File: config.mk
export PLATFORM = sky130hd
export DESIGN_NAME = trees_burst_scheduler
export DESIGN_NICKNAME = d
export VERILOG_FILES = /design/src/rtl/trees_burst_scheduler.sv
export SDC_FILE = /design/constraint.sdc
export NUM_CORES = 1
export LEC_CHECK = 0
export ABC_AREA = 0
export CAP_MARGIN = 30
export CELL_PAD_IN_SITES_DETAIL_PLACEMENT = 1
export CELL_PAD_IN_SITES_GLOBAL_PLACEMENT = 2
export CORE_MARGIN = 5
export CORE_UTILIZATION = 31
export CTS_CLUSTER_DIAMETER = 30
export CTS_CLUSTER_SIZE = 16
export DETAILED_ROUTE_END_ITERATION = 12
export PLACE_DENSITY = 0.89
export SLEW_MARGIN = 20
export SYNTH_ARGS = -nofsm -noshare
export SYNTH_HDL_FRONTEND = slang
export SYNTH_SLANG_ARGS = --single-unit
export TNS_END_PERCENT = 30
File: constraint.sdc
create_clock -name clk -period 13.9 [get_ports clk]
set_clock_uncertainty 0.05 [all_clocks]
set_input_delay 3.475 -clock clk [delete_from_list [all_inputs] [get_ports clk]]
set_output_delay 3.475 -clock clk [all_outputs]
set_load 0.1 [all_outputs]
File: src/rtl/trees_burst_scheduler.sv
// Splits a host tree-inference job into MAX_BURST-sample launches of the accelerator and
// rebases its DMA indices per chunk. Optional busy-cycle counter: TREES_SCHED_PERF_EN.
module trees_burst_scheduler #(
    parameter int unsigned N_FEATURE = 32,
    parameter int unsigned MAX_BURST = 5000
) (
    input  logic        clk,
    input  logic        rst,
    input  logic [31:0] conf_info_load_trees,
    input  logic [31:0] conf_info_total_len,
    input  logic [31:0] conf_info_feat_base,
    input  logic [31:0] conf_info_pred_base,
    input  logic        conf_done,
    output logic        acc_done,
    output logic [31:0] acc_conf_load_trees,
    output logic [31:0] acc_conf_burst_len,
    output logic        acc_conf_done,
    input  logic        acc_done_in,
    input  logic [31:0] acc_rd_index,
    input  logic [31:0] acc_wr_index,
    output logic [31:0] dma_rd_index,
    output logic [31:0] dma_wr_index,
    output logic [15:0] chunk_idx,
    output logic        busy,
    output logic [31:0] perf_cycles
);

    localparam logic [31:0] MaxBurst = 32'(MAX_BURST);
    localparam logic [31:0] RdStep   = 32'((MAX_BURST * N_FEATURE) >> 1);
    localparam logic [31:0] WrStep   = 32'(MAX_BURST >> 3);

    typedef enum logic [1:0] {StIdle, StLaunch, StWait, StDone} state_e;

    state_e      state_q, state_d;
    logic [31:0] load_trees_q, load_trees_d;
    logic [31:0] remaining_q, remaining_d;
    logic [31:0] rd_off_q, rd_off_d;
    logic [31:0] wr_off_q, wr_off_d;
    logic [15:0] chunk_idx_q, chunk_idx_d;
    logic [31:0] burst_len_q, burst_len_d;
    logic [31:0] conf_load_q, conf_load_d;
    logic        conf_done_q, conf_done_d;
    logic        acc_done_q, acc_done_d;
    logic [31:0] remaining_next;

    // burst_len_q still holds the length of the chunk that just finished
    assign remaining_next = remaining_q - burst_len_q;

    always_comb begin
        state_d      = state_q;
        load_trees_d = load_trees_q;
        remaining_d  = remaining_q;
        rd_off_d     = rd_off_q;
        wr_off_d     = wr_off_q;
        chunk_idx_d  = chunk_idx_q;
        burst_len_d  = burst_len_q;
        conf_load_d  = conf_load_q;
        conf_done_d  = 1'b0;
        acc_done_d   = 1'b0;
        unique case (state_q)
            StIdle: begin
                if (conf_done) begin
                    load_trees_d = conf_info_load_trees;
                    remaining_d  = conf_info_total_len;
                    rd_off_d     = conf_info_feat_base;
                    wr_off_d     = conf_info_pred_base;
                    chunk_idx_d  = 16'd0;
                    if (!conf_info_load_trees[0] && (conf_info_total_len == 32'd0)) begin
                        state_d = StDone;
                    end else begin
                        state_d = StLaunch;
                    end
                end
            end
            StLaunch: begin
                if (load_trees_q[0]) begin
                    burst_len_d = 32'd0;
                end else begin
                    burst_len_d = (remaining_q < MaxBurst) ? remaining_q : MaxBurst;
                end
                conf_load_d = load_trees_q;
                conf_done_d = 1'b1;
                state_d     = StWait;
            end
            StWait: begin
                if (acc_done_in) begin
                    remaining_d = remaining_next;
                    rd_off_d    = rd_off_q + RdStep;
                    wr_off_d    = wr_off_q + WrStep;
                    chunk_idx_d = chunk_idx_q + 16'd1;
                    if (load_trees_q[0] || (remaining_next == 32'd0)) begin
                        state_d = StDone;
                    end else begin
                        state_d = StLaunch;
                    end
                end
            end
            StDone: begin
                acc_done_d = 1'b1;
                state_d    = StIdle;
            end
        endcase
    end

    always_ff @(posedge clk or negedge rst) begin
        if (!rst) begin
            state_q      <= StIdle;
            load_trees_q <= '0;
            remaining_q  <= '0;
            rd_off_q     <= '0;
            wr_off_q     <= '0;
            chunk_idx_q  <= '0;
            burst_len_q  <= '0;
            conf_load_q  <= '0;
            conf_done_q  <= 1'b0;
            acc_done_q   <= 1'b0;
        end else begin
            state_q      <= state_d;
            load_trees_q <= load_trees_d;
            remaining_q  <= remaining_d;
            rd_off_q     <= rd_off_d;
            wr_off_q     <= wr_off_d;
            chunk_idx_q  <= chunk_idx_d;
            burst_len_q  <= burst_len_d;
            conf_load_q  <= conf_load_d;
            conf_done_q  <= conf_done_d;
            acc_done_q   <= acc_done_d;
        end
    end

    assign busy                = (state_q != StIdle);
    assign acc_done            = acc_done_q;
    assign acc_conf_done       = conf_done_q;
    assign acc_conf_load_trees = conf_load_q;
    assign acc_conf_burst_len  = burst_len_q;
    assign chunk_idx           = chunk_idx_q;
    assign dma_rd_index        = acc_rd_index + rd_off_q;
    assign dma_wr_index        = acc_wr_index + wr_off_q;

`ifdef TREES_SCHED_PERF_EN
    logic [31:0] perf_q;

    always_ff @(posedge clk or negedge rst) begin
        if (!rst) begin
            perf_q <= '0;
        end else if ((state_q == StIdle) && conf_done) begin
            perf_q <= '0;
        end else if (busy && (perf_q != 32'hFFFF_FFFF)) begin
            perf_q <= perf_q + 32'd1;
        end
    end

    assign perf_cycles = perf_q;
`else
    assign perf_cycles = 32'd0;
`endif

endmodule

==> results of run 1 <==
==> critical path, delay by kind of cell <==
family | cells | cell delay [ps]
XOR/XNOR | 1 | 150
AND/OR/NAND/NOR | 1 | 180
buffers and inverters | 4 | 1850
adder cells (fa/ha/maj) | 2 | 570
AO/OA/AOI/OAI | 8 | 1970
==> flip-flops by register name (all words and copies together), names as in the netlist, 2 cells and up <==
register	count
acc_conf_load_trees	32
load_trees_q	32
acc_conf_burst_len	32
state_q	2
rd_off_q	32
chunk_idx	16
remaining_q	32
wr_off_q	32
==> cell type report <==
| type | count | area share (%) |
|---|---|---|
| well taps | 607 | 3.54 |
| clock buffers | 76 | 8.09 |
| multi-input cells | 1478 | 40.7 |
| inverters | 76 | 1.33 |
| clock inverters | 38 | 2.14 |
| repair buffers | 379 | 19.4 |
| flip-flops and latches | 212 | 24.7 |
| diodes | 4 | 0.0467 |
==> stage by stage <==
step                      std cells  hold WS, ps
after floorplan                1871          389
after global placement         2728          397
after detailed placement       2746          408
after CTS                      2860          418
after global routing           2870          445
final                          2870          413
==> worst paths after layout <==
check                                      from                      to  slack (ps)  cells past startpoint
worst max-delay path            acc_rd_index[0]        dma_rd_index[30]        2170                     16
worst min-delay path            load_trees_q[9]  acc_conf_load_trees[9]         410                      2
worst max register to register       state_q[1]           chunk_idx[13]        9340                     11
worst min register to register  load_trees_q[9]  acc_conf_load_trees[9]         410                      2
max in group asynchronous                   rst              state_q[1]        9580                      2
min in group asynchronous                   rst  acc_conf_load_trees[6]        2870                      1
==> metal layers <==
metal  up-vias  part of all wire [%]  GRT usage, %
li1       7215                     -             -
met1      7387                    44          27.4
met2       432                    47          36.8
met3        84                   7.0          6.43
met4         8                   2.1          6.05
met5         -                  0.11             0
==> logic make-up after synthesis <==
kind of cell,after synthesis
AOI/OAI and AO/OA,544
xor gates and xnor gates,84
adders and majority gates,99
buffers and inverters,181
DFF,212
muxes,5
other,1
and+or+nand+nor,714
==> cells in the mapped netlist, types with 4 or more instances <==
library cell,count,area share (%)
a211o_1,4,0.24
a211oi_1,14,0.71
a21boi_0,4,0.20
a21o_1,45,2.3
a21oi_1,192,6.5
a311oi_1,4,0.24
a31oi_1,9,0.38
and2_1,9,0.38
and3_1,23,0.98
and3_2,4,0.20
and4_1,6,0.36
buf_1,8,0.20
buf_4,32,1.6
clkbuf_1,62,1.6
dfrtp_1,212,36
ha_1,96,8.2
inv_1,75,1.9
mux2i_1,4,0.27
nand2_1,367,9.4
nand2b_1,11,0.47
nand3_1,44,1.5
nand4_1,14,0.60
nor2_1,142,3.6
nor2b_1,11,0.47
nor3_1,25,0.85
nor4_1,19,0.81
o211ai_1,5,0.26
o21a_1,18,0.92
o21ai_0,130,4.4
o21bai_1,10,0.51
o22ai_1,43,1.8
o311ai_0,4,0.24
o31a_1,4,0.24
o31ai_1,13,0.66
o32ai_1,10,0.60
or2_2,4,0.17
or3_1,15,0.64
or4_1,4,0.20
xnor2_1,50,3.0
xor2_1,34,2.0
==> out/results.tsv, run 1 <==
stage	metric	value	unit
drt	WL per Instance	20.5	um
cts	CTS tree	done	
drt	Total Wirelength	58.8	mm
sta	Tcrit/Tclk final	84.4	%
cts	hold_buf cts	0	
sta	hold violation count in the final report	0	
cells_and_area	post-route cell area	21400	um^2
floorplan	Die Span X	228	um
logic_synthesis	post-synthesis simple-gate area fraction	21.5	%
place	dpl cell area	19100	um^2
outcome	outcome	complete, no violations	
sta	fin crit period	11730	ps
cts	Root Buffer	clkbuf_16	
drt	via count	15100	
grt	GRT Total Usage	21.9	%
logic_synthesis	Netlist cell types	83	
logic_synthesis	Syn Area/Cell	8.00	um^2
cells_and_area	most common cell after layout, fill and taps aside	nand2_1	
logic_synthesis	Synth Area in Adders	8.57	%
drt	mean number of vias per cell	5.27	
drt	initial drt markers	636	
logic_synthesis	Primary FF master, synth	dfrtp_1	
cells_and_area	fin nets	2503	
drt	DRC viols	0	
cells_and_area	Storage cell area	5310	um^2
floorplan	number of top-level pins	375	
logic_synthesis	asr flop ratio synth	100	%
sta	setup_tns	0	ps
cells_and_area	Layout Utilization	45.9	%
grt	largest net degree at the start of global routing	115	
critical_path	cells along the critical path	clkdlybuf4s50_1 > ha_1 > inv_1 > fa_1 > nand2b_1 > a21oi_1 > o21ai_0 > a21oi_1 > a21oi_1 > o21ai_0 > a2111oi_0 > clkbuf_1 > o311ai_0 > a21oi_1 > xnor2_1 > clkdlybuf4s50_1	
grt	antenna violations before repair	8	
logic_synthesis	xor/xnor share of the synthesized area	5.00	%
critical_path	CP max-delay cell	clkdlybuf4s50_1	
critical_path	crit end category	primary output	
sta	worst-margin pin slew	1050	ps
critical_path	Crit path arrival time	8200	ps
critical_path	largest stage delay on the critical path	1150	ps
sta	f_max	0.0853	GHz
cts	Post-CTS Setup Bufs	0	
cts	Worst-path clk slew	50	ps
logic_synthesis	largest family of logic cells by synthesized area	compound AO/OA/AOI/OAI gates	
logic_synthesis	number of synthesized register bits	212	
cts	H-tree Lvls	2	
logic_synthesis	compound-gate portion of the synthesized area	22.9	%
cts	Clock Latency Late Sink	600	ps
floorplan	Core Area	46800	um^2
grt	vias in the first global route	16600	
floorplan	Rows	79	
critical_path	Required @ worst endpoint	10380	ps
cts	number of CTS-inserted buffers	61	
logic_synthesis	Post-Syn Instances	1840	
critical_path	Most common cell on crit path	a21oi_1	
cells_and_area	most frequent cells in the layout	nand2_1 (366), clkdlybuf4s50_1 (341), dfrtp_1 (211), a21oi_1 (191), nor2_1 (142)	
logic_synthesis	register area share after synthesis	36.1	%
floorplan	DIE AREA	51900	um^2
logic_synthesis	Post-synth EDFFs	0	
sta	Final Max Slew Viols	0	
sta	Slew headroom	29.9	%
cells_and_area	layout cells sized above 1	8.15	%
floorplan	Die Y	228	um
logic_synthesis	Syn Std Cell Area	14700	um^2
grt	grt ovf	0	
place	DP HPWL	42.6	mm
critical_path	Crit Path Max Fanout	3	
cells_and_area	Filler cells	5534	
drt	Detail Route Antenna Nets	0	
grt	first-pass GRT wire length	93.2	mm
place	PortBufs	342	
cells_and_area	Area Overhead vs Synth	45.7	%
place	pre-CTS setup slack	2090	ps
sta	final worst setup slack	2170	ps
drt	1st-pass router iterations	5	
sta	final setup violation count	0	
logic_synthesis	Synthesis Warnings	0	
critical_path	CP Class	in -> out	
job	max-cap violations	0	
cts	CTS Sinks	212	
hold_path	worst hold path type	reg -> reg	
floorplan	Starting Density	31.5	%
cells_and_area	Multi-input gate area	8730	um^2
logic_synthesis	mux contribution to synthesized area	0.349	%
sta	RSZ-0062 raised after global routing	false	
cts	clk buf depth	3	
critical_path	crit start category	input pin	
cts	post-CTS sizing	0	
place	GP Congestion	0.914	
Power of run 1 is left out: the tool's default activity adds up to more than one toggle a clock period on the data nets, which glitch-free logic cannot reach.
==> inputs of run 2 (changes only) <==
Settings changed: CORE_UTILIZATION 31 to 29, PLACE_DENSITY 0.89 to 0.85.
Clock period 13.9 ns to 11.6 ns, I/O delays scaled along.
==> out/results.tsv, run 2 (synthesis results as in run 1) <==
stage	metric	value	unit	change
sta	hold violation count in the final report	0		unchanged
job	max-cap violations	0		unchanged
place	DP HPWL	42.7	mm	+0.11%
sta	setup_tns	0	ps	unchanged
drt	Detail Route Antenna Nets	0		unchanged
sta	fin crit period	10360	ps	
cts	CTS Sinks	212		unchanged
floorplan	Die Span X	235	um	+3.2%
critical_path	CP Class	in -> out		
drt	DRC viols	0		unchanged
cts	H-tree Lvls	3		+1
place	pre-CTS setup slack	1250	ps	-842 ps
floorplan	Rows	82		+3.8%
cells_and_area	fin nets	2508		+0.20%
cts	Clock Latency Late Sink	590	ps	about the same
critical_path	Crit Path Max Fanout	5		+2
critical_path	end point of the critical path	dma_rd_index[26]		
critical_path	FF-to-FF setup slack	7290	ps	-2050 ps
floorplan	Starting Density	29.3	%	-2.1 points
floorplan	Core Area	50200	um^2	+7.3%
floorplan	number of top-level pins	375		unchanged
critical_path	capturing point of the worst reg2reg path	state_q[1]		
cts	post-CTS sizing	0		unchanged
cells_and_area	layout cells sized above 1	8.08	%	-0.062 points
hold_path	worst hold path type	reg -> reg		
cts	clk buf depth	3		unchanged
grt	antenna violations before repair	9		+1
floorplan	DIE AREA	55300	um^2	+6.6%
sta	f_max	0.0966	GHz	
cts	Worst-path clk slew	50	ps	about the same
outcome	outcome	complete, no violations		
drt	Total Wirelength	58.9	mm	about the same
sta	RSZ-0062 raised after global routing	false		
grt	GRT Total Usage	20.6	%	-1.2 points
sta	Fin Hold WS	412	ps	-0.921 ps
critical_path	Required @ worst endpoint	8650	ps	-1730 ps
sta	final worst setup slack	1240	ps	-930 ps
grt	first-pass GRT wire length	93.4	mm	+0.14%
cells_and_area	most common cell after layout, fill and taps aside	nand2_1		
sta	final setup violation count	0		unchanged
place	PortBufs	342		unchanged
critical_path	crit start category	input pin		
critical_path	worst flop-to-flop path startpoint	acc_conf_burst_len[1]		
cells_and_area	Layout Utilization	43.1	%	-2.8 points
cts	number of CTS-inserted buffers	71		+16%
cells_and_area	Area Overhead vs Synth	46.9	%	
critical_path	Crit path arrival time	7410	ps	-790 ps
cts	hold_buf cts	0		unchanged
sta	Tcrit/Tclk final	89.3	%	
cts	Root Buffer	clkbuf_16		
grt	grt ovf	0		unchanged
cells_and_area	most frequent cells in the layout	nand2_1 (366), clkdlybuf4s50_1 (339), dfrtp_1 (211), a21oi_1 (191), nor2_1 (142)		
drt	1st-pass router iterations	6		+1
drt	via count	15100		-0.066%
sta	Final Max Slew Viols	0		unchanged
drt	WL per Instance	20.0	um	-2.5%
grt	largest net degree at the start of global routing	91		-21%
drt	mean number of vias per cell	5.13		-2.6%
sta	worst-margin pin slew	1040	ps	-12.4 ps
cts	Post-CTS Setup Bufs	0		unchanged
critical_path	CP startpoint	acc_rd_index[14]		
cts	CTS tree	done		
place	GP Congestion	0.867		-5.2%
critical_path	crit end category	primary output		
critical_path	Reg2Reg Depth	12		+1
grt	vias in the first global route	16600		-0.024%
floorplan	Die Y	235	um	+3.2%
drt	initial drt markers	649		+2.0%
sta	Slew headroom	30.8	%	+0.83 points
-- run 2: cell count changes in the layout (fill, tap and decap cells not counted), moves of 3 or more --
cell	change
clkinv_8	+4
diode_2	+5
clkinvlp_4	-8
clkbuf_16	+9
buf_16	-6
buf_4	+3
clkbuf_1	+8
-- run 2: cell type report --
type / instances / area (um^2)
Multi-Input combinational cell: 1478 / 8730
Timing Repair Buffer: 374 / 4020
Fill cell: 5830 / 28600
Antenna cell: 9 / 22.5
Clock buffer: 94 / 1990
Tap cell: 672 / 841
Inverter: 76 / 285
Clock inverter: 30 / 425
Sequential cell: 212 / 5310
-- run 2: metrics by stage --
stage | area [um^2] | instances
after floorplan | 14800 | 1871
after global placement | 18700 | 2794
after detailed placement | 19100 | 2808
after CTS | 21500 | 2932
after global routing | 21600 | 2944
final | 21600 | 2945
-- run 2: worst min-delay path by stage --
stage,start,to,slack (ps),cells past startpoint
global placement,load_trees_q[10],acc_conf_load_trees[10],400,2
detailed placement,load_trees_q[4],acc_conf_load_trees[4],410,2
global route,load_trees_q[20],acc_conf_load_trees[20],440,2
finish,load_trees_q[19],acc_conf_load_trees[19],410,2
floorplan,load_trees_q[10],acc_conf_load_trees[10],390,2
CTS,load_trees_q[18],acc_conf_load_trees[18],410,2
-- run 2: critical path: stages --
cell	delay (ps)
clkdlybuf4s50_1	430
ha_1	370
and4_1	260
and3_1	200
a221oi_1	240
o21ai_0	140
a21oi_1	310
o21ai_0	240
a2111oi_0	840
nor2_1	140
xnor2_1	160
clkdlybuf4s50_1	1150
-- run 2: layer usage --
metal / vias to the layer above / routed length (um) / global-route usage, %
met3: 87 / 3610 / 6.00
li1: 7224 / - / -
met2: 370 / 28000 / 34.3
met4: 2 / 1450 / 6.72
met5: - / 13 / 0
met1: 7433 / 25800 / 25.8
Power of run 2 is left out for the same reason.
==> inputs of run 3 (changes only) <==
Settings changed: MAX_ROUTING_LAYER from default to met4.
==> out/results.tsv, run 3 (synthesis results as in run 1) <==
stage	metric	value	unit	change
place	PortBufs	342		unchanged
floorplan	DIE AREA	55300	um^2	unchanged
floorplan	Die Span X	235	um	unchanged
job	max-cap violations	0		unchanged
critical_path	FF-to-FF setup slack	7310	ps	+20 ps
sta	hold violation count in the final report	0		unchanged
cts	CTS Sinks	212		unchanged
sta	setup_tns	0	ps	unchanged
hold_path	Hold Crit Depth	2		unchanged
floorplan	number of top-level pins	375		unchanged
hold_path	sink of the worst hold path	acc_conf_load_trees[15]		
cts	Clock Latency Late Sink	570	ps	-20 ps
grt	largest net degree at the start of global routing	96		+5.5%
critical_path	crit start category	input pin		
cells_and_area	Area Overhead vs Synth	46.7	%	
cells_and_area	final std cells w/o fill	2947		+0.068%
cells_and_area	Layout Utilization	43.0	%	-0.052 points
cts	clk buf depth	3		unchanged
cells_and_area	most frequent cells in the layout	nand2_1 (366), clkdlybuf4s50_1 (339), dfrtp_1 (211), a21oi_1 (191), nor2_1 (142)		
place	DP HPWL	42.5	mm	-0.42%
critical_path	Required @ worst endpoint	8650	ps	about the same
hold_path	worst hold path type	reg -> reg		
cells_and_area	layout cells sized above 1	8.03	%	-0.055 points
drt	Detail Route Antenna Nets	0		unchanged
floorplan	Die Y	235	um	unchanged
critical_path	capturing point of the worst reg2reg path	state_q[1]		
place	GP Congestion	0.875		+0.96%
cts	post-CTS sizing	0		unchanged
sta	final setup violation count	0		unchanged
floorplan	Starting Density	29.3	%	unchanged
floorplan	Core Area	50200	um^2	unchanged
critical_path	Reg2Reg Depth	12		unchanged
drt	WL per Instance	20.2	um	+0.86%
drt	mean number of vias per cell	5.11		-0.52%
cells_and_area	most common cell after layout, fill and taps aside	nand2_1		
cts	Post-CTS Setup Bufs	0		unchanged
sta	f_max	0.0961	GHz	-0.48%
critical_path	crit end category	primary output		
outcome	outcome	complete, no violations		
sta	RSZ-0062 raised after global routing	false		
floorplan	Rows	82		unchanged
drt	1st-pass router iterations	5		-1
cells_and_area	fin nets	2506		-0.080%
cts	number of CTS-inserted buffers	69		-2.8%
grt	antenna violations before repair	8		-1
cts	CTS tree	done		
cts	H-tree Lvls	3		unchanged
critical_path	CP Class	in -> out		
critical_path	Crit path arrival time	7460	ps	+50 ps
sta	worst-margin pin slew	1030	ps	-2.97 ps
place	placed cells	2808		unchanged
sta	Final Max Slew Viols	0		unchanged
sta	Fin Hold WS	417	ps	+5.61 ps
cells_and_area	Filler cells	5867		+0.63%
cts	Worst-path clk slew	40	ps	about the same
sta	Slew headroom	31.0	%	+0.20 points
grt	GRT Total Usage	21.3	%	+0.66 points
grt	vias in the first global route	16400		-0.83%
sta	fin crit period	10410	ps	+49.8 ps
hold_path	min-delay src	load_trees_q[15]		
drt	initial drt markers	646		-0.46%
cts	Root Buffer	clkbuf_16		
drt	DRC viols	0		unchanged
grt	first-pass GRT wire length	93.4	mm	about the same
drt	Total Wirelength	59.4	mm	+0.93%
cts	hold_buf cts	0		unchanged
drt	via count	15000		-0.45%
critical_path	Crit Path Max Fanout	4		-1
sta	Tcrit/Tclk final	89.7	%	+0.43 points
grt	grt ovf	0		unchanged
critical_path	worst flop-to-flop path startpoint	acc_conf_burst_len[1]		
[run 3: cell count changes in the layout (fill, tap and decap cells not counted), moves of 2 or more]
cell	delta
clkbuf_8	+5
clkinv_16	-2
clkinv_2	-2
inv_6	+2
clkbuf_1	+4
clkinv_8	-2
buf_16	+2
[run 3: critical path, cell delays in order]
cell and delay (ps):
clkdlybuf4s50_1 460, ha_1 160, inv_1 60, fa_1 410, nor2b_1 170, o31a_1 240
o31ai_1 120, nand2_1 140, a311oi_1 140, o41ai_1 700, a311o_1 370, a21bo_2 150
a21oi_1 80, xnor2_1 180, clkdlybuf4s50_1 1160
[run 3: metal layers]
metal / up-vias / routed length [um] / track usage [%]
met2: 350 / 28500 / 34.8
li1: 7226 / - / -
met4: 0 / 1080 / 6.28
met1: 7394 / 26500 / 25.8
met3: 78 / 3390 / 5.87
met5: - / 0 / -
[run 3: final cells by class]
type,count,area [um^2],share of cell area (%)
Antenna cell,8,20.0,0.0927
Clock buffer,103,2080,9.62
Clock inverter,24,290,1.34
Inverter,76,285,1.32
Multi-Input combinational cell,1478,8730,40.4
Sequential cell,212,5310,24.6
Tap cell,672,841,3.89
Timing Repair Buffer,374,4040,18.7
[run 3: worst max path at each step]
stage / startpoint / end / depth (start not counted)
final: acc_wr_index[0] / dma_wr_index[30] / 15
after global routing: acc_wr_index[0] / dma_wr_index[30] / 15
after CTS: acc_wr_index[0] / dma_wr_index[30] / 15
after detailed placement: acc_wr_index[0] / dma_wr_index[30] / 15
after global placement: acc_wr_index[0] / dma_wr_index[30] / 15
after floorplan: acc_wr_index[0] / dma_wr_index[30] / 13
[run 3: through the flow]
stage	setup WS [ps]	instance area, um^2
detailed placement	1140	19100
global placement	1320	18700
CTS	1150	21500
finish	1190	21600
global route	943	21600
floorplan	1950	14800
Power of run 3 is left out for the same reason.
